File: config.mk
export PLATFORM = sky130hd
export DESIGN_NAME = hazard_ctrl_unit
export DESIGN_NICKNAME = d
export VERILOG_FILES = /design/src/rtl/pkg_ppu.sv /design/src/rtl/fwd_select.sv /design/src/rtl/hazard_ctrl_unit.sv
export SDC_FILE = /design/constraint.sdc
export NUM_CORES = 1
export LEC_CHECK = 0
export ABC_AREA = 1
export BUFFER_PORTS_ARGS = -buffer_cell sky130_fd_sc_hd__buf_4
export CAP_MARGIN = 20
export CORE_MARGIN = 10
export CORE_UTILIZATION = 58
export DETAILED_ROUTE_END_ITERATION = 6
export GPL_ROUTABILITY_DRIVEN = 0
export PLACE_DENSITY = 0.87
export SLEW_MARGIN = 20
export SYNTH_ARGS = -nofsm -noshare
export SYNTH_HDL_FRONTEND = slang
export SYNTH_SLANG_ARGS = --single-unit
export TNS_END_PERCENT = 1
File: constraint.sdc
create_clock -name clk -period 7 [get_ports clk]
set_input_delay 2.1 -clock clk [delete_from_list [all_inputs] [get_ports clk]]
set_output_delay 2.1 -clock clk [all_outputs]
set_load 0.02 [all_outputs]
File: src/rtl/pkg_ppu.sv
// Shared PPU definitions: forwarding selects, sequencer states, PC register index.
package pkg_ppu;

    localparam logic [1:0] FWD_RF  = 2'b00;
    localparam logic [1:0] FWD_EXE = 2'b01;
    localparam logic [1:0] FWD_MEM = 2'b10;
    localparam logic [1:0] FWD_WB  = 2'b11;

    localparam logic [3:0] REG_PC = 4'd15;

    typedef enum logic [1:0] {
        ST_BOOT = 2'd0,
        ST_RUN  = 2'd1,
        ST_HALT = 2'd2
    } state_t;

    // A used source register matches a destination; the PC is never a hazard source.
    function automatic logic src_hit(input logic [3:0] src, input logic used,
                                     input logic [3:0] rd);
        return used && (src != REG_PC) && (src == rd);
    endfunction

endpackage

File: src/rtl/fwd_select.sv
// Forwarding priority mux for one ID source register; also flags a load-use hit.
module fwd_select
    import pkg_ppu::*;
(
    input  logic [3:0] src,
    input  logic       src_use,
    input  logic [3:0] exe_rd,
    input  logic       exe_rf_en,
    input  logic       exe_load,
    input  logic [3:0] mem_rd,
    input  logic       mem_rf_en,
    input  logic [3:0] wb_rd,
    input  logic       wb_rf_en,
    output logic [1:0] fwd,
    output logic       load_hit
);

    // Youngest producing stage wins; a load in EXE has no result yet.
    always_comb begin
        fwd = FWD_RF;
        if (src_hit(src, src_use, exe_rd) && exe_rf_en && !exe_load) begin
            fwd = FWD_EXE;
        end else if (src_hit(src, src_use, mem_rd) && mem_rf_en) begin
            fwd = FWD_MEM;
        end else if (src_hit(src, src_use, wb_rd) && wb_rf_en) begin
            fwd = FWD_WB;
        end
    end

    assign load_hit = src_hit(src, src_use, exe_rd) && exe_rf_en && exe_load;

endmodule

File: src/rtl/hazard_ctrl_unit.sv
// Pipeline sequencer: boot hold, debug halt, load-use stall, branch flush,
// operand forwarding and saturating stall/flush event counters.
module hazard_ctrl_unit
    import pkg_ppu::*;
#(
    parameter int unsigned BOOT_CYCLES = 2,
    parameter int unsigned CNT_W       = 16
) (
    input  logic             clk,
    input  logic             reset,
    input  logic [3:0]       id_rn,
    input  logic             id_rn_use,
    input  logic [3:0]       id_rm,
    input  logic             id_rm_use,
    input  logic [3:0]       id_rd,
    input  logic             id_rd_use,
    input  logic [3:0]       exe_rd,
    input  logic             exe_rf_en,
    input  logic             exe_load,
    input  logic [3:0]       mem_rd,
    input  logic             mem_rf_en,
    input  logic [3:0]       wb_rd,
    input  logic             wb_rf_en,
    input  logic             id_br_taken,
    input  logic             halt,
    output logic             pc_le,
    output logic             ifid_le,
    output logic             nop_sel,
    output logic             ifid_flush,
    output logic [1:0]       fwd_a,
    output logic [1:0]       fwd_b,
    output logic [1:0]       fwd_c,
    output logic [CNT_W-1:0] stall_cnt,
    output logic [CNT_W-1:0] flush_cnt
);

    state_t           state_q;
    logic [3:0]       boot_ctr_q;
    logic [CNT_W-1:0] stall_cnt_q;
    logic [CNT_W-1:0] flush_cnt_q;
    logic             hit_a, hit_b, hit_c;
    logic             load_use;

    fwd_select u_fwd_a (
        .src(id_rn), .src_use(id_rn_use),
        .exe_rd(exe_rd), .exe_rf_en(exe_rf_en), .exe_load(exe_load),
        .mem_rd(mem_rd), .mem_rf_en(mem_rf_en), .wb_rd(wb_rd), .wb_rf_en(wb_rf_en),
        .fwd(fwd_a), .load_hit(hit_a)
    );

    fwd_select u_fwd_b (
        .src(id_rm), .src_use(id_rm_use),
        .exe_rd(exe_rd), .exe_rf_en(exe_rf_en), .exe_load(exe_load),
        .mem_rd(mem_rd), .mem_rf_en(mem_rf_en), .wb_rd(wb_rd), .wb_rf_en(wb_rf_en),
        .fwd(fwd_b), .load_hit(hit_b)
    );

    fwd_select u_fwd_c (
        .src(id_rd), .src_use(id_rd_use),
        .exe_rd(exe_rd), .exe_rf_en(exe_rf_en), .exe_load(exe_load),
        .mem_rd(mem_rd), .mem_rf_en(mem_rf_en), .wb_rd(wb_rd), .wb_rf_en(wb_rf_en),
        .fwd(fwd_c), .load_hit(hit_c)
    );

    assign load_use = hit_a | hit_b | hit_c;

    // Mealy pipeline controls from state and current hazards.
    always_comb begin
        pc_le      = 1'b1;
        ifid_le    = 1'b1;
        nop_sel    = 1'b0;
        ifid_flush = 1'b0;
        unique case (state_q)
            ST_RUN: begin
                if (load_use) begin
                    // Stall wins; a pending branch is re-evaluated next cycle.
                    pc_le   = 1'b0;
                    ifid_le = 1'b0;
                    nop_sel = 1'b1;
                end else if (id_br_taken) begin
                    ifid_flush = 1'b1;
                end
            end
            ST_HALT: begin
                pc_le   = 1'b0;
                ifid_le = 1'b0;
                nop_sel = 1'b1;
            end
            default: begin
                pc_le      = 1'b0;
                ifid_le    = 1'b0;
                nop_sel    = 1'b1;
                ifid_flush = 1'b1;
            end
        endcase
    end

    // State, boot countdown and saturating event counters.
    always_ff @(posedge clk) begin
        if (reset) begin
            state_q     <= ST_BOOT;
            boot_ctr_q  <= 4'(BOOT_CYCLES);
            stall_cnt_q <= '0;
            flush_cnt_q <= '0;
        end else begin
            unique case (state_q)
                ST_RUN: begin
                    if (halt) begin
                        state_q <= ST_HALT;
                    end
                    if (load_use) begin
                        if (stall_cnt_q != '1) begin
                            stall_cnt_q <= stall_cnt_q + CNT_W'(1);
                        end
                    end else if (id_br_taken) begin
                        if (flush_cnt_q != '1) begin
                            flush_cnt_q <= flush_cnt_q + CNT_W'(1);
                        end
                    end
                end
                ST_HALT: begin
                    if (!halt) begin
                        state_q <= ST_RUN;
                    end
                end
                default: begin
                    // BOOT lasts BOOT_CYCLES cycles (at least one).
                    if (boot_ctr_q <= 4'd1) begin
                        state_q <= ST_RUN;
                    end
                    if (boot_ctr_q != 4'd0) begin
                        boot_ctr_q <= boot_ctr_q - 4'd1;
                    end
                end
            endcase
        end
    end

    assign stall_cnt = stall_cnt_q;
    assign flush_cnt = flush_cnt_q;

endmodule

==> results of run 1 <==
[layout by cell type (no fill, tap or decap), types with 3 or more instances in the layout]
cell and count:
a21oi_1 13, buf_4 77, clkbuf_8 6, dfxtp_1 38, ha_1 7, inv_1 98, nand2_1 153, nand2_2 3
nand3_1 53, nand4_1 18, nor2_1 74, nor2_2 4, nor3_1 11, o2111ai_1 3, o21ai_0 8, o22ai_1 3
xor2_1 9
[stage by stage]
step	util	setup WS (ns)	power [mW]	area (um^2)	cells
after floorplan	-	1.538	0.3938	3078	534
after global placement	0.7115	1.274	0.4559	3657	668
after detailed placement	0.7115	1.235	0.4611	3657	668
after CTS	0.7300	1.230	0.6230	3752	676
after global routing	0.7300	0.9986	0.6597	3752	676
final	0.7300	1.196	0.6200	3752	676
[logic make-up (layout without fill, tap and decap cells)]
logic type / after synthesis / after routing / synth area share
XOR/XNOR: 10 / 10 / 0.02846
AO/OA/AOI/OAI: 34 / 34 / 0.06708
adder cells (fa/ha/maj): 7 / 7 / 0.02845
AND/OR/NAND/NOR: 331 / 331 / 0.4776
buffers and inverters: 114 / 186 / 0.1512
flip-flops: 38 / 38 / 0.2472
[cell usage after synthesis, drive strengths merged]
| cell type | n | area share |
|---|---|---|
| a211oi | 1 | 0.0024 |
| a21oi | 13 | 0.021 |
| a221oi | 1 | 0.0028 |
| and3 | 2 | 0.0041 |
| buf | 11 | 0.026 |
| clkbuf | 2 | 0.0024 |
| clkinv | 1 | 0.0012 |
| dfxtp | 38 | 0.25 |
| ha | 7 | 0.028 |
| inv | 100 | 0.12 |
| nand2 | 156 | 0.19 |
| nand3 | 56 | 0.098 |
| nand3b | 1 | 0.0024 |
| nand4 | 19 | 0.043 |
| nor2 | 80 | 0.11 |
| nor2b | 1 | 0.0020 |
| nor3 | 11 | 0.018 |
| nor3b | 2 | 0.0049 |
| nor4 | 2 | 0.0041 |
| o2111ai | 3 | 0.0085 |
| o211ai | 2 | 0.0049 |
| o21ai | 10 | 0.019 |
| o22ai | 3 | 0.0061 |
| o31ai | 1 | 0.0024 |
| or2 | 1 | 0.0020 |
| xnor2 | 1 | 0.0028 |
| xor2 | 9 | 0.026 |
[registers in the layout (all words and copies together) (netlist names)]
| name | cells |
|---|---|
| boot_ctr_q | 4 |
| stall_cnt | 16 |
| flush_cnt | 16 |
| state_q | 2 |
[power by group through the flow]
stage	Clock [mW]	Sequential [mW]	Combinational (mW)
detailed placement	0	0.249	0.212
CTS	0.165	0.244	0.214
global placement	0	0.248	0.208
finish	0.161	0.244	0.215
global route	0.171	0.247	0.242
floorplan	0	0.249	0.145
[worst paths after layout]
path / to / cells after the start / startpoint / slack [ns]
worst max-delay path: ifid_flush / 12 / exe_rd[3] / 1.20
worst min-delay path: state_q[1] / 2 / state_q[1] / 0.48
worst max register to register: stall_cnt[9] / 8 / state_q[1] / 4.80
worst min register to register: state_q[1] / 2 / state_q[1] / 0.48
[per-layer routing]
layer  GRT usage  part of all wire  wire, um
met1      0.2314              0.43      3659
met2      0.3294              0.47      4020
met3     0.04843             0.076       645
met4     0.07069             0.022       189
met5           0                 0         0
[cell type report]
type / instances / area [um^2]
timing repair buffer: 77 / 578.1
sequential: 38 / 760.7
clock buffer: 6 / 82.58
clock inverter: 2 / 12.51
inverter: 101 / 379.1
tap: 70 / 87.58
fill: 474 / 1388
multi-input combinational: 382 / 1852
[worst max-delay path: stages]
cell and delay, ns:
buf_4 0.13, inv_1 0.09, nand2_1 0.05, o21ai_0 0.09, nor2_1 0.12, nand3_1 0.11, nand3_2 0.07, buf_4 0.21
nor2_4 0.31, nand2_1 0.08, o21ai_0 0.14, buf_4 0.20
==> run metrics, run 1 <==
Mean Syn Cell Area=5.764 um^2; CP max FO=21; Netlist cell types=38; synthesized net count=576; vias per cell=5.222; drt first pass iters=5; H-tree depth=2; CTS clk-pin slew, worst paths=0.08 ns; Peak VDD IR=186.6 uV; num rows=26; TritonCTS clock tree=done; Sw Share=0.3727; endpoints failing hold=0; Initial Util=0.5988; setup tns final=0 ns; startpoint types=input port; DIE WIDTH=92.85 um; Remaining DRCs=0; first-pass GRT wire length=14370 um; clk root buf=clkbuf_8; Gate power share=0.347; Post-CTS Hold Buffers=0; Ports=77; Reg power frac=0.393; switching pwr=231.1 uW; 1st-iter DRT viols=281; synth-to-layout area growth=21.91%; postcts setup bufs=0; P per Cell Area=165.2 mW/mm^2; RSZ-0062 raised after global routing=false; Fmax=0.1723 GHz; antenna-violating nets left=0; Tmin final=5.804 ns; clock buffer depth=2; vias in the first global route=3332; crit end category=output pin; Critical Path RT=4.90 ns; CTS resizes=0; sequential share of the synthesized area=0.2472; Final Max Slew Viols=0; hold crit path type=reg -> reg; max-cap violations=0; critical path arrival=3.70 ns; Num Clock Sinks=38; Lkg Pwr=1.929 nW; initial antenna violation count=0; Netlist Area Pre-Place=0.003078 mm^2; largest net degree at the start of global routing=30; Hold WS=0.4843 ns; CTS buffer count=5; Post-Route WL=8514 um; worst slew pin tran=0.9158 ns; Int Power=388.9 uW; Die ar.=0.008620 mm^2; worst skew pair latency=0.29 ns; number of port buffers=76; status=finished, final reports clean; all-layer global routing usage=0.1945; max_slew headroom=0.3888; total number of vias=3530; layout cells sized above 1=0.1700; clk_skew=0.003758 ns; Post-Synthesis Cells=534; WL per Instance=12.59 um; GRT overflow=0; Layout Nets=647; Final period util=0.8291; #FFs+latches synth=38; Clk pwr share=0.260; Yosys warning count=0; n_diodes=0; DIE HEIGHT=92.85 um; total core area=0.005140 mm^2; CP Class=in -> out; final setup violation count=0; placed wire-length estimate=6695 um
(Power assumes the default switching activity.)
==> inputs of run 2 (changes only) <==
--- a/config.mk
+++ b/config.mk
@@ -9,10 +9,10 @@
 export BUFFER_PORTS_ARGS = -buffer_cell sky130_fd_sc_hd__buf_4
 export CAP_MARGIN = 20
 export CORE_MARGIN = 10
-export CORE_UTILIZATION = 58
+export CORE_UTILIZATION = 54
 export DETAILED_ROUTE_END_ITERATION = 6
 export GPL_ROUTABILITY_DRIVEN = 0
-export PLACE_DENSITY = 0.87
+export PLACE_DENSITY = 0.82
 export SLEW_MARGIN = 20
 export SYNTH_ARGS = -nofsm -noshare
 export SYNTH_HDL_FRONTEND = slang
==> constraint.sdc (replaced) <==
create_clock -name clk -period 6.05 [get_ports clk]
set_input_delay 1.815 -clock clk [delete_from_list [all_inputs] [get_ports clk]]
set_output_delay 1.815 -clock clk [all_outputs]
set_load 0.02 [all_outputs]
==> run 2 against run 1 <==
  * Die area increased by 5.8%
  * Sequential cell count unchanged
  * Global-route usage decreased by 1.4 points
  * First-iteration DRC count decreased by 25%
  * Total power increased by 15%
  * Routed wire length decreased by 2.5%
  * Critical path type unchanged
  * Critical endpoint unchanged
==> run metrics, run 2 (synthesis results as in run 1) <==
CTS buffer count=5; clk_skew=0.007365 ns; Final Max Slew Viols=0; clk root buf=clkbuf_8; setup tns final=0 ns; GRT overflow=0; number of port buffers=76; r2r setup slk=3.87 ns; commonest non-fill, non-tap cell in the layout=nand2_1; hold depth=2; critical path arrival=3.21 ns; Reg power frac=0.397; final setup violation count=0; crit path from=id_rn[1]; DIE HEIGHT=95.50 um; vias per cell=5.152; Layout Nets=647; DIE WIDTH=95.50 um; Final period util=0.8303; commonest non-fill, non-tap cells in the layout=153 x nand2_1, 98 x inv_1, 77 x buf_4, 74 x nor2_1, 53 x nand3_1; Crit Reg-Reg Startpoint=state_q[1]; first-pass GRT wire length=13790 um; r2r worst-path depth=8; WL per Instance=12.24 um; total core area=0.005507 mm^2; Gate power share=0.346; P per Cell Area=189.5 mW/mm^2; fin area=0.003755 mm^2; initial antenna violation count=0; Initial Util=0.5590; Int Power=449.8 uW; Post-Route WL=8297 um; total number of vias=3493; status=finished, final reports clean; max_slew headroom=0.3790; Ports=77; Cell Chain, Critical Path=buf_4 > nand2_1 > o21ai_2 > nor2_1 > nand3_1 > nand3_2 > nor2_4 > nand2_1 > o21ai_0 > buf_4; num rows=27; hold crit path type=reg -> reg; 1st-iter DRT viols=210; drt first pass iters=5; end of the critical path=ifid_flush; Post-CTS Hold Buffers=0; RSZ-0062 raised after global routing=false; Num Clock Sinks=38; Die ar.=0.009119 mm^2; postcts setup bufs=0; Critical Path RT=4.24 ns; largest net degree at the start of global routing=30; placed inst area=0.003660 mm^2; max-cap violations=0; worst skew pair latency=0.29 ns; Fill cells=522; antenna-violating nets left=0; Hold WS=0.4878 ns; CTS resizes=0; Sw Share=0.3677; clock buffer depth=2; TritonCTS clock tree=done; vias in the first global route=3183; H-tree depth=2; Fmax=0.1991 GHz; all-layer global routing usage=0.1806; CP max FO=15; Peak VDD IR=125.6 uV; startpoint types=input port; critical path's largest stage delay=0.30 ns; crit end category=output pin; switching pwr=261.6 uW; R2R Path End=stall_cnt[9]; n_diodes=0; worst slew pin tran=0.9304 ns; CTS clk-pin slew, worst paths=0.08 ns; placed wire-length estimate=6645 um; CP max-delay cell=nor2_4; endpoints failing hold=0; Tmin final=5.023 ns; Lkg Pwr=1.929 nW; layout cells sized above 1=0.1700; CP Class=in -> out; synth-to-layout area growth=21.99%; Remaining DRCs=0; Clk pwr share=0.257
==> run 2: through the flow <==
stage | power [mW] | cells | utilization | setup WS [ns]
2_1_floorplan | 0.4556 | 534 | - | 1.158
3_3_place_gp | 0.5298 | 670 | 0.6646 | 1.075
3_5_place_dp | 0.5354 | 670 | 0.6646 | 1.029
4_1_cts | 0.7210 | 678 | 0.6819 | 1.028
5_1_grt | 0.7667 | 678 | 0.6819 | 0.8786
6_report | 0.7114 | 678 | 0.6819 | 1.027
==> run 2: worst min-delay path by stage <==
stage,from,slack (ns),endpoint
CTS,state_q[1],0.49,state_q[1]
global route,boot_ctr_q[0],0.52,boot_ctr_q[0]
detailed placement,state_q[1],0.48,state_q[1]
global placement,state_q[1],0.47,state_q[1]
finish,state_q[0],0.49,state_q[0]
floorplan,state_q[1],0.45,state_q[1]
==> run 2: power by group through the flow <==
| stage | clock network [mW] | logic [mW] | registers, mW |
|---|---|---|---|
| final | 0.183 | 0.246 | 0.283 |
| after global routing | 0.198 | 0.283 | 0.286 |
| after CTS | 0.191 | 0.248 | 0.283 |
| after detailed placement | 0 | 0.247 | 0.288 |
| after global placement | 0 | 0.242 | 0.287 |
| after floorplan | 0 | 0.167 | 0.288 |
==> run 2: layout make-up <==
cell class              count  area, um^2  area share
flip-flops and latches     38       760.7      0.2026
well taps                  72       90.09     0.02399
multi-input cells         382        1852      0.4932
clock inverters             2       12.51    0.003332
repair buffers             77       578.1      0.1539
clock buffers               6       82.58     0.02199
inverters                 101       379.1      0.1010
==> run 2: per-layer routing <==
| layer | vias up | routed length [um] | GRT usage | share of wire |
|---|---|---|---|---|
| li1 | 1808 | - | - | - |
| met1 | 1555 | 3561 | 0.2094 | 0.43 |
| met2 | 110 | 3933 | 0.3165 | 0.47 |
| met3 | 20 | 615 | 0.04085 | 0.074 |
| met4 | 0 | 187 | 0.06757 | 0.023 |
| met5 | - | 0 | 0 | 0 |
==> run 2: worst max-delay path, delay by kind of cell <==
| kind | cells | cell delay, ns |
|---|---|---|
| buffers and inverters | 2 | 0.31 |
| AOI/OAI and AO/OA | 2 | 0.31 |
| and+or+nand+nor | 6 | 0.77 |
